`src/rtl/rfphoenix_alu128_sched_pkg.sv`:
```
// rfPhoenixPkg: shared types for the quad-precision issue path.
//   instruction_t : opcode/function pair decoded by the 128-bit ALU
//   quad_value_t  : 128-bit operand/result value
//   s1_rec_t      : operand-stage record (ir, a, b, c, id, tag) of the scheduler
// The id/tag fields of s1_rec_t are sized for the largest configuration
// (8 requesters, 16-bit tags); narrower instances zero-extend into them.
package rfPhoenixPkg;

    localparam int DEF_NREQ = 4;
    localparam int DEF_TAGW = 6;
    localparam int MAX_IDW  = 3;
    localparam int MAX_TAGW = 16;

    // Major opcodes
    localparam logic [5:0] OP_R2      = 6'h02;
    localparam logic [5:0] OP_R3      = 6'h03;
    // Function codes
    localparam logic [5:0] OP_ADD     = 6'h04;
    localparam logic [5:0] OP_SUB     = 6'h05;
    localparam logic [5:0] OP_AND     = 6'h08;
    localparam logic [5:0] OP_OR      = 6'h09;
    localparam logic [5:0] OP_XOR     = 6'h0A;
    localparam logic [5:0] OP_CMP_LT  = 6'h10;
    localparam logic [5:0] OP_CMP_LTU = 6'h11;
    localparam logic [5:0] OP_MUX     = 6'h20;

    typedef logic [127:0] quad_value_t;

    typedef struct packed {
        logic [5:0] func;
        logic [5:0] opcode;
    } instruction_t;

    typedef struct packed {
        instruction_t          ir;
        quad_value_t           a;
        quad_value_t           b;
        quad_value_t           c;
        logic [MAX_IDW-1:0]    id;
        logic [MAX_TAGW-1:0]   tag;
    } s1_rec_t;

endpackage

```
`src/rtl/rfphoenix_alu128.sv`:
```
// rfphoenix_alu128: combinational 128-bit scalar/quad ALU.
// Ports:
//   ir      in  instruction (opcode + function)
//   a, b, c in  128-bit operands (c is the select mask for OP_MUX)
//   o       out 128-bit result; undecoded opcodes/functions give 0
module rfphoenix_alu128
    import rfPhoenixPkg::*;
(
    input  instruction_t ir,
    input  quad_value_t  a,
    input  quad_value_t  b,
    input  quad_value_t  c,
    output quad_value_t  o
);

    always_comb begin
        o = '0;
        case (ir.opcode)
            OP_R2: begin
                case (ir.func)
                    OP_ADD:     o = a + b;
                    OP_SUB:     o = a - b;
                    OP_AND:     o = a & b;
                    OP_OR:      o = a | b;
                    OP_XOR:     o = a ^ b;
                    OP_CMP_LT:  o = {127'd0, ($signed(a) < $signed(b))};
                    OP_CMP_LTU: o = {127'd0, (a < b)};
                    default:    o = '0;
                endcase
            end
            OP_R3: begin
                case (ir.func)
                    OP_MUX:  o = (a & c) | (b & ~c);
                    default: o = '0;
                endcase
            end
            default: o = '0;
        endcase
    end

endmodule

```
`src/rtl/rfphoenix_alu128_sched_rr_arb.sv`:
```
// rfphoenix_rr_arb: combinational round-robin arbiter.
// Ports:
//   req   in  N        request vector
//   ptr   in  log2(N)  index of the last winner; search starts at ptr+1
//   en    in  1        arbitration enable; grant is zero when low
//   grant out N        one-hot grant (or zero)
//   idx   out log2(N)  encoded index of the winner (0 when no grant)
module rfphoenix_rr_arb #(
    parameter int N = 4
) (
    input  logic [N-1:0]          req,
    input  logic [$clog2(N)-1:0]  ptr,
    input  logic                  en,
    output logic [N-1:0]          grant,
    output logic [$clog2(N)-1:0]  idx
);

    localparam int IW = $clog2(N);

    // One extra bit so ptr+k (k up to N) never overflows before the wrap.
    logic [IW:0] cand;
    logic        found;

    always_comb begin
        grant = '0;
        idx   = '0;
        cand  = '0;
        found = 1'b0;
        for (int k = 1; k <= N; k++) begin
            cand = {1'b0, ptr} + (IW+1)'(k);
            if (cand >= (IW+1)'(N)) begin
                cand = cand - (IW+1)'(N);
            end
            if (en && !found && req[cand[IW-1:0]]) begin
                found                = 1'b1;
                grant[cand[IW-1:0]]  = 1'b1;
                idx                  = cand[IW-1:0];
            end
        end
    end

endmodule

```
`src/rtl/rfphoenix_alu128_sched.sv`:
```
// rfphoenix_alu128_sched: round-robin scheduler sharing one 128-bit ALU
// among NREQ issue requesters. Two stages: S1 holds the winning operands,
// S2 holds the ALU result behind a valid/ready handshake.
// Ports:
//   clk, rst_n            clock, asynchronous active-low reset
//   flush                 synchronous pipeline flush (drops S1 and S2)
//   req_valid/req_ready   per-requester handshake; req_ready is one-hot
//   req_ir/a/b/c/tag      per-requester instruction, operands, tag
//   res_valid/res_ready   result handshake
//   res_o/res_id/res_tag  result, winning requester index, its tag
//   busy                  S1 or S2 occupied
module rfphoenix_alu128_sched
    import rfPhoenixPkg::*;
#(
    parameter int NREQ = DEF_NREQ,
    parameter int TAGW = DEF_TAGW
) (
    input  logic                     clk,
    input  logic                     rst_n,
    input  logic                     flush,
    input  logic [NREQ-1:0]          req_valid,
    output logic [NREQ-1:0]          req_ready,
    input  instruction_t             req_ir  [NREQ],
    input  quad_value_t              req_a   [NREQ],
    input  quad_value_t              req_b   [NREQ],
    input  quad_value_t              req_c   [NREQ],
    input  logic [TAGW-1:0]          req_tag [NREQ],
    output logic                     res_valid,
    input  logic                     res_ready,
    output quad_value_t              res_o,
    output logic [$clog2(NREQ)-1:0]  res_id,
    output logic [TAGW-1:0]          res_tag,
    output logic                     busy
);

    localparam int IDW = $clog2(NREQ);

    s1_rec_t           s1_reg;
    logic              s1_v_reg;
    quad_value_t       s2_o_reg;
    logic [IDW-1:0]    s2_id_reg;
    logic [TAGW-1:0]   s2_tag_reg;
    logic              s2_v_reg;
    logic [IDW-1:0]    ptr_reg;

    s1_rec_t           cand_rec [NREQ];
    s1_rec_t           s1_next;
    logic [NREQ-1:0]   grant;
    logic [IDW-1:0]    grant_idx;
    logic              xfer;
    logic              s2_adv;
    logic              s1_free;
    logic              arb_en;
    quad_value_t       alu_o;
    logic              unused_pad;

    // Per-requester candidate records for the operand stage.
    generate
        for (genvar gi = 0; gi < NREQ; gi++) begin : g_cand
            assign cand_rec[gi] = '{
                ir:  req_ir[gi],
                a:   req_a[gi],
                b:   req_b[gi],
                c:   req_c[gi],
                id:  MAX_IDW'(gi),
                tag: MAX_TAGW'(req_tag[gi])
            };
        end
    endgenerate

    assign s2_adv  = s1_v_reg & (~s2_v_reg | res_ready);
    assign s1_free = ~s1_v_reg | s2_adv;
    // rst_n is folded in so req_ready drops immediately on an async reset.
    assign arb_en  = s1_free & ~flush & rst_n;

    rfphoenix_rr_arb #(
        .N (NREQ)
    ) u_arb (
        .req   (req_valid),
        .ptr   (ptr_reg),
        .en    (arb_en),
        .grant (grant),
        .idx   (grant_idx)
    );

    assign xfer      = |grant;
    assign req_ready = grant;
    assign s1_next   = cand_rec[grant_idx];

    rfphoenix_alu128 u_alu (
        .ir (s1_reg.ir),
        .a  (s1_reg.a),
        .b  (s1_reg.b),
        .c  (s1_reg.c),
        .o  (alu_o)
    );

    // The record carries id/tag at their widest; the padding above IDW/TAGW
    // is always zero and is not needed downstream.
    assign unused_pad = ^{s1_reg.id >> IDW, s1_reg.tag >> TAGW};

    always_ff @(posedge clk or negedge rst_n) begin
        if (!rst_n) begin
            s1_reg     <= '0;
            s1_v_reg   <= 1'b0;
            s2_o_reg   <= '0;
            s2_id_reg  <= '0;
            s2_tag_reg <= '0;
            s2_v_reg   <= 1'b0;
            ptr_reg    <= IDW'(NREQ - 1);
        end else if (flush) begin
            // A result handed over in this same cycle is still consumed
            // downstream; everything else in flight is dropped.
            s1_v_reg <= 1'b0;
            s2_v_reg <= 1'b0;
        end else begin
            if (xfer) begin
                s1_reg   <= s1_next;
                s1_v_reg <= 1'b1;
                ptr_reg  <= grant_idx;
            end else if (s2_adv) begin
                s1_v_reg <= 1'b0;
            end

            if (s2_adv) begin
                s2_o_reg   <= alu_o;
                s2_id_reg  <= s1_reg.id[IDW-1:0];
                s2_tag_reg <= s1_reg.tag[TAGW-1:0];
                s2_v_reg   <= 1'b1;
            end else if (res_ready) begin
                s2_v_reg <= 1'b0;
            end
        end
    end

    assign res_valid = s2_v_reg;
    assign res_o     = s2_o_reg;
    assign res_id    = s2_id_reg;
    assign res_tag   = s2_tag_reg;
    assign busy      = s1_v_reg | s2_v_reg;

endmodule

```
`config.mk`:
```
export PLATFORM = sky130hd
export DESIGN_NAME = rfphoenix_alu128_sched
export DESIGN_NICKNAME = d
export VERILOG_FILES = /design/src/rtl/rfphoenix_alu128_sched_pkg.sv /design/src/rtl/rfphoenix_alu128.sv /design/src/rtl/rfphoenix_alu128_sched_rr_arb.sv /design/src/rtl/rfphoenix_alu128_sched.sv
export SDC_FILE = /design/constraint.sdc
export NUM_CORES = 2
export LEC_CHECK = 0
export BUFFER_PORTS_ARGS = -buffer_cell sky130_fd_sc_hd__buf_4
export CORE_AREA = 2 2 678 680
export CTS_CLUSTER_SIZE = 25
export DETAILED_ROUTE_END_ITERATION = 7
export DIE_AREA = 0 0 680 682
export GPL_TIMING_DRIVEN = 0
export PLACE_DENSITY = 0.3
export SLEW_MARGIN = 10
export SYNTH_ARGS = -nofsm -noshare
export SYNTH_HDL_FRONTEND = slang
export SYNTH_SLANG_ARGS = --single-unit
```
`constraint.sdc`:
```
create_clock -name clk -period 5.16 [get_ports clk]
set_clock_uncertainty 0.05 [all_clocks]
set_input_delay 0.516 -clock clk [delete_from_list [all_inputs] [get_ports clk]]
set_output_delay 0.516 -clock clk [all_outputs]
set_load 0.03 [all_outputs]
```
# Yosys cells after proc, flatten, opt, wreduce, memory -nomap -nowiden
# Cells that the tools add are included.
# totals
register_bits	544
# classes
n_addsub	10
order_cmp	15
eq_ne	10
mux	43
bitwise_logic	20
reduce_logical	19
# op_table
operator	n
128-bit one-hot mux with 7 select lines	1
415-bit binary-select mux with 2-bit select	1
415-bit 2-to-1 mux	2
128-bit AND	3
128-bit less-than comparator	2
128-bit bitwise OR	2
128-bit one-hot mux with 2 select lines	1
128-bit adder	1
128-bit 2-to-1 mux	1
128-bit NOT	1
128-bit subtractor	1
128-bit bitwise XOR	1
6-bit by 4-bit == test with 1-bit output, second input constant	3
1-bit 2-to-1 mux	17
2-bit 2-to-1 mux	8
4-bit 2-to-1 mux	4
3-bit greater-or-equal comparator, second input constant	5
6-bit by 2-bit == test with 1-bit output, second input constant	2
6-bit by 3-bit == test with 1-bit output, second input constant	2
6-bit by 5-bit == test with 1-bit output, second input constant	2
2-bit by 3-bit less-than comparator with 1-bit output, second input constant	4
4-bit bitwise OR	3
1-bit logical AND	11
1-bit binary-select mux with 2-bit select	4
15 further kinds	35

# Logic depth before layout (Yosys ltp)
# depth
ltp_word	24
ltp_mapped	18
mapped_depth_nobuf	15

# Modules after synthesis
# Synthesis repeated with hierarchy kept, for this count alone.
# unflattened
cells_unflattened	5753
area_unflattened_um2	55542.0
# modules_own_cells
mod	instances	cells_each	area_each_um2
rfphoenix_alu128_sched	1	1649	29836.1
rfphoenix_alu128	1	4050	25219.2
rfphoenix_rr_arb	1	54	486.7

# Least setup slack after synthesis
# OpenSTA, ideal clock, no wires.
# synth_path
path_type	reg-to-reg
startpoint	register ptr_reg[0]
endpoint	register s1_reg[17] in the netlist's numbering
t_arrival_ps	3686
t_required_ps	4985
slack_ps	1300
path_stages_with_launch	14
path_buffers	3
synth_period_minus_slack_ps	3860
path_cell_list	dfstp_2 -> buf_2 -> inv_1 -> ha_1 -> o21ai_1 -> nor3_1 -> inv_1 -> nor2_1 -> a22oi_1 -> o21ai_0 -> nor4_4 -> buf_2 -> buf_2 -> mux2_2
# synth_via
word_cells_on_any_way	74
# synth_rtl
item	line	rtl
start: declaration	rfphoenix_alu128_sched.sv:44	logic [IDW-1:0] ptr_reg;
start signal: assignment	rfphoenix_alu128_sched.sv:110	ptr_reg <= IDW'(NREQ - 1);
start signal: assignment	rfphoenix_alu128_sched.sv:120	ptr_reg <= grant_idx;
parallel branches: the longest is 18 deep, another holds 2-bit by 1-bit adder with 3-bit output	--	
4-bit 2-to-1 mux *	rfphoenix_alu128_sched_rr_arb.sv:34	if (en && !found && req[cand[IW-1:0]]) begin
via req_ready[1]	rfphoenix_alu128_sched.sv:22	output logic [NREQ-1:0] req_ready,
4-bit OR reduction *	rfphoenix_alu128_sched.sv:86	assign xfer = |grant;
2-bit AND reduction (no line) *	--	
end signal: assignment	rfphoenix_alu128_sched.sv:118	s1_reg <= s1_next;
end: declaration	rfphoenix_alu128_sched.sv:38	s1_rec_t s1_reg;
# Mark *: on every way through the listed nets, which the timed path passes. The select of a mux whose other input is x is not followed.
# A chain may end at the register's enable or synchronous reset.

# Worst setup path after layout
# layout_path
startpoint	register s1_reg[414] in the netlist's numbering
endpoint	register s2_o_reg[98] (netlist: res_o[98])
# layout_via
elab_chain_len	3
word_cells_on_any_way	11
# layout_rtl
item	line	rtl
6-bit by 5-bit == test with 1-bit output, or another cell as far along	rfphoenix_alu128.sv:20	case (ir.func)
128-bit one-hot mux with 7 select lines / 128-bit 2-to-1 mux (equally long branches)	rfphoenix_alu128.sv:20, rfphoenix_alu128.sv:32	
128-bit one-hot mux with 2 select lines *	rfphoenix_alu128.sv:18	case (ir.opcode)
end signal: assignment	rfphoenix_alu128_sched.sv:126	s2_o_reg <= alu_o;
end: declaration	rfphoenix_alu128_sched.sv:40	quad_value_t s2_o_reg;
# Mark *: on every way between the ends. The rest lies on a longest branch, timed or not.

==> impl_metrics.py <==
metrics = {
    "outcome": {
        "status": "finished with violations",
        "violations": "antenna rules, capacitance limit, slew limit, setup timing",
    },
    "critical_path": {
        "critPathRequiredTime_ns": 5.76,
        "start_kind": "register",
        "critPathCaptureType": "register",
        "crit_type": "register to register",
        "crit_fanout": 10,
        "cp.arrival_ns": 6.09,
    },
    "cells_and_area": {
        "layout-drive-gt1-share": 0.223,
        "nets": 13200,
        "syn_to_final_growth_pct": 43.6,
        "largest_reg_flops": 404,
        "finalNonFillerCells": 17300,
    },
    "routing": {
        "vias": 79500,
        "wire_per_inst_um": 34.1,
        "via_per_inst": 4.60,
        "drc": 0,
        "ant_nets": 1,
        "drt-total-wl_um": 589000,
        "drtPass1Iterations": 6,
        "drt_first_iter_violations": 7877,
    },
    "place": {
        "dp_hpwl_um": 499000,
        "place_ws_ns": -3.59,
        "io_buffers": 1757,
        "place_inst": 17100,
        "gp_congestion": 1.01,
    },
    "logic_synthesis": {
        "syn_avg_cell_area_sq_um": 6.43,
        "ys_seq_elements": 544,
        "synth_commonest_cells": "nand2_1, o21ai_0, a21oi_1",
        "async_flop_share": 1.00,
        "synth.area.top_cells": "dfrtp_1, nand2_1, o21ai_0, ha_1, a21oi_1",
        "yosys.area.top_type": "dfrtp_1",
        "ys_types": 115,
        "synth_top_area_frac": 0.228,
        "synth-edff-count": 0,
        "netlist_instances": 9249,
        "yosys_warnings": 0,
        "yosysSeqAreaShare": 0.229,
        "syn_area_sq_um": 59500,
        "synth_ff_type": "dfrtp_1",
        "syn_nets": 11300,
        "synth_most_common_cell": "nand2_1",
    },
    "pwr": {
        "ir_drop_mv": 0.350,
        "p_leak_nw": 37.9,
        "power.density_nw_per_um2": 726,
        "total_power_mw": 62.0,
    },
    "global_route": {
        "grt_pass1_vias": 77200,
        "antenna_found_initial": 93,
        "grt_use_total": 0.242,
        "grt_pass1_wl_um": 757000,
        "overflow": 0,
        "grt_max_degree": 87,
    },
    "sta": {
        "finalSetupViolCount": 19,
        "tightest_slew_ns": 1.56,
        "finalMaxSlewViolations": 33,
        "min_period_over_period": 1.07,
        "holdWs_ns": 0.00534,
        "rsz0062_at_grt": "true",
        "postLayoutSetupSlackWorst_ns": -0.338,
        "period_needed_ns": 5.50,
        "slew_headroom": -0.0432,
        "fmax_mhz": 182,
        "finalHoldViolCount": 0,
    },
    "die": {
        "start_util": 0.130,
        "io_pins": 1758,
        "fp.dieW_um": 680,
        "core_area_sq_um": 457000,
        "dieArea_sq_um": 464000,
        "fp.dieH_um": 682,
        "fp-row-count": 249,
    },
    "cts": {
        "cts_max_level": 3,
        "cts-root-buf": "clkbuf_16",
        "clock_latency_ns": 0.74,
        "ctsLongestPathBuffers": 3,
        "cts_buffers": 78,
        "cts_tree": "done",
        "path_clk_slew_ns": 0.06,
        "cts_sinks": 544,
    },
    "min_path": {
        "holdCritPathClass": "input pin to async pin",
    },
    "flow_run": {
        "maxCapViolCount": 3,
    },
}
-- kinds of logic after synthesis --
kind of cell / after synthesis / share of synthesized area
AOI/OAI and AO/OA: 2746 / 0.280
xor gates and xnor gates: 52 / 0.00766
muxes: 140 / 0.0236
buffers and inverters: 1096 / 0.0724
and+or+nand+nor: 4270 / 0.302
DFF: 544 / 0.229
adders and majority gates: 401 / 0.0846
-- area by class of cell --
cell class / count / area [sq um]
Timing Repair Buffer: 1827 / 14400
Clock inverter: 30 / 360
Clock buffer: 114 / 2280
Antenna cell: 57 / 143
Buffer: 662 / 3160
Sequential cell: 544 / 13600
Inverter: 426 / 1600
Multi-Input combinational cell: 7609 / 42300
Fill cell: 53400 / 372000
Tap cell: 6024 / 7540
-- through the flow --
step / cell area (sq um) / setup TNS (ns) / util
floorplan: 59500 / 0 / -
global placement: 80200 / -6033.83 / 0.175
detailed placement: 81500 / -991.60 / 0.178
CTS: 84800 / 0 / 0.185
global route: 85300 / -0.0874 / 0.187
finish: 85400 / -2.33 / 0.187
-- critical path, stage by stage, from the launching register on --
cell and delay, ns:
dfrtp_1 0.73, or4b_1 0.79, nor2_1 0.49, clkdlybuf4s15_1 1.03, clkbuf_2 0.72, clkbuf_1 0.99, a21oi_1 0.30, o21ai_0 0.25
-- path summary, 6_finish.rpt --
path	from	cells past startpoint	endpoint	slack, ns
max reg2reg	s1_reg[414]	7	res_o[98]	-0.34
min in group clk	req_a[379]	5	s1_reg[398]	0.13
max	s1_reg[414]	7	res_o[98]	-0.34
max in group asynchronous	rst_n	7	s1_reg[262]	3.21
min reg2reg	s1_reg[3]	2	res_tag[3]	0.43
min	rst_n	4	res_o[118]	0.005
-- report_power, final --
part	switching, mW	internal (mW)	leakage, nW
Clock	2.50	3.34	1.28
Combinational	34.8	12.7	29.7
Sequential	2.54	6.10	6.88
Total	39.8	22.2	37.9
-- timing repair --
action	in CTS	in global routing
endpoints found under the hold margin	119	0
resized for setup	197	196
pin swaps	7	9
setup buffers	7	4
setup endpoints to repair	485	216
hold buffers	7	0
-- layout by cell type (no fill, tap or decap), types with 136 or more instances in the layout --
master / Yosys / layout
clkbuf_2: 0 / 147
buf_4: 2 / 1782
clkbuf_1: 503 / 335
mux2i_1: 136 / 136
nand2_1: 2821 / 2821
a21oi_1: 602 / 598
o21ai_0: 1133 / 1067
inv_1: 411 / 411
nor3_1: 156 / 144
ha_1: 399 / 399
nand3_1: 479 / 476
dfrtp_1: 542 / 542
nor2_1: 423 / 417
-- metal layers --
metal | wire, um | share of wire | global-route usage
met2 | 280000 | 0.48 | 0.414
met5 | 144 | 0.00024 | 0
met4 | 20900 | 0.035 | 0.0712
met3 | 43300 | 0.073 | 0.0481
met1 | 245000 | 0.42 | 0.307
Note: power is estimated with default switching activity, not from simulation.
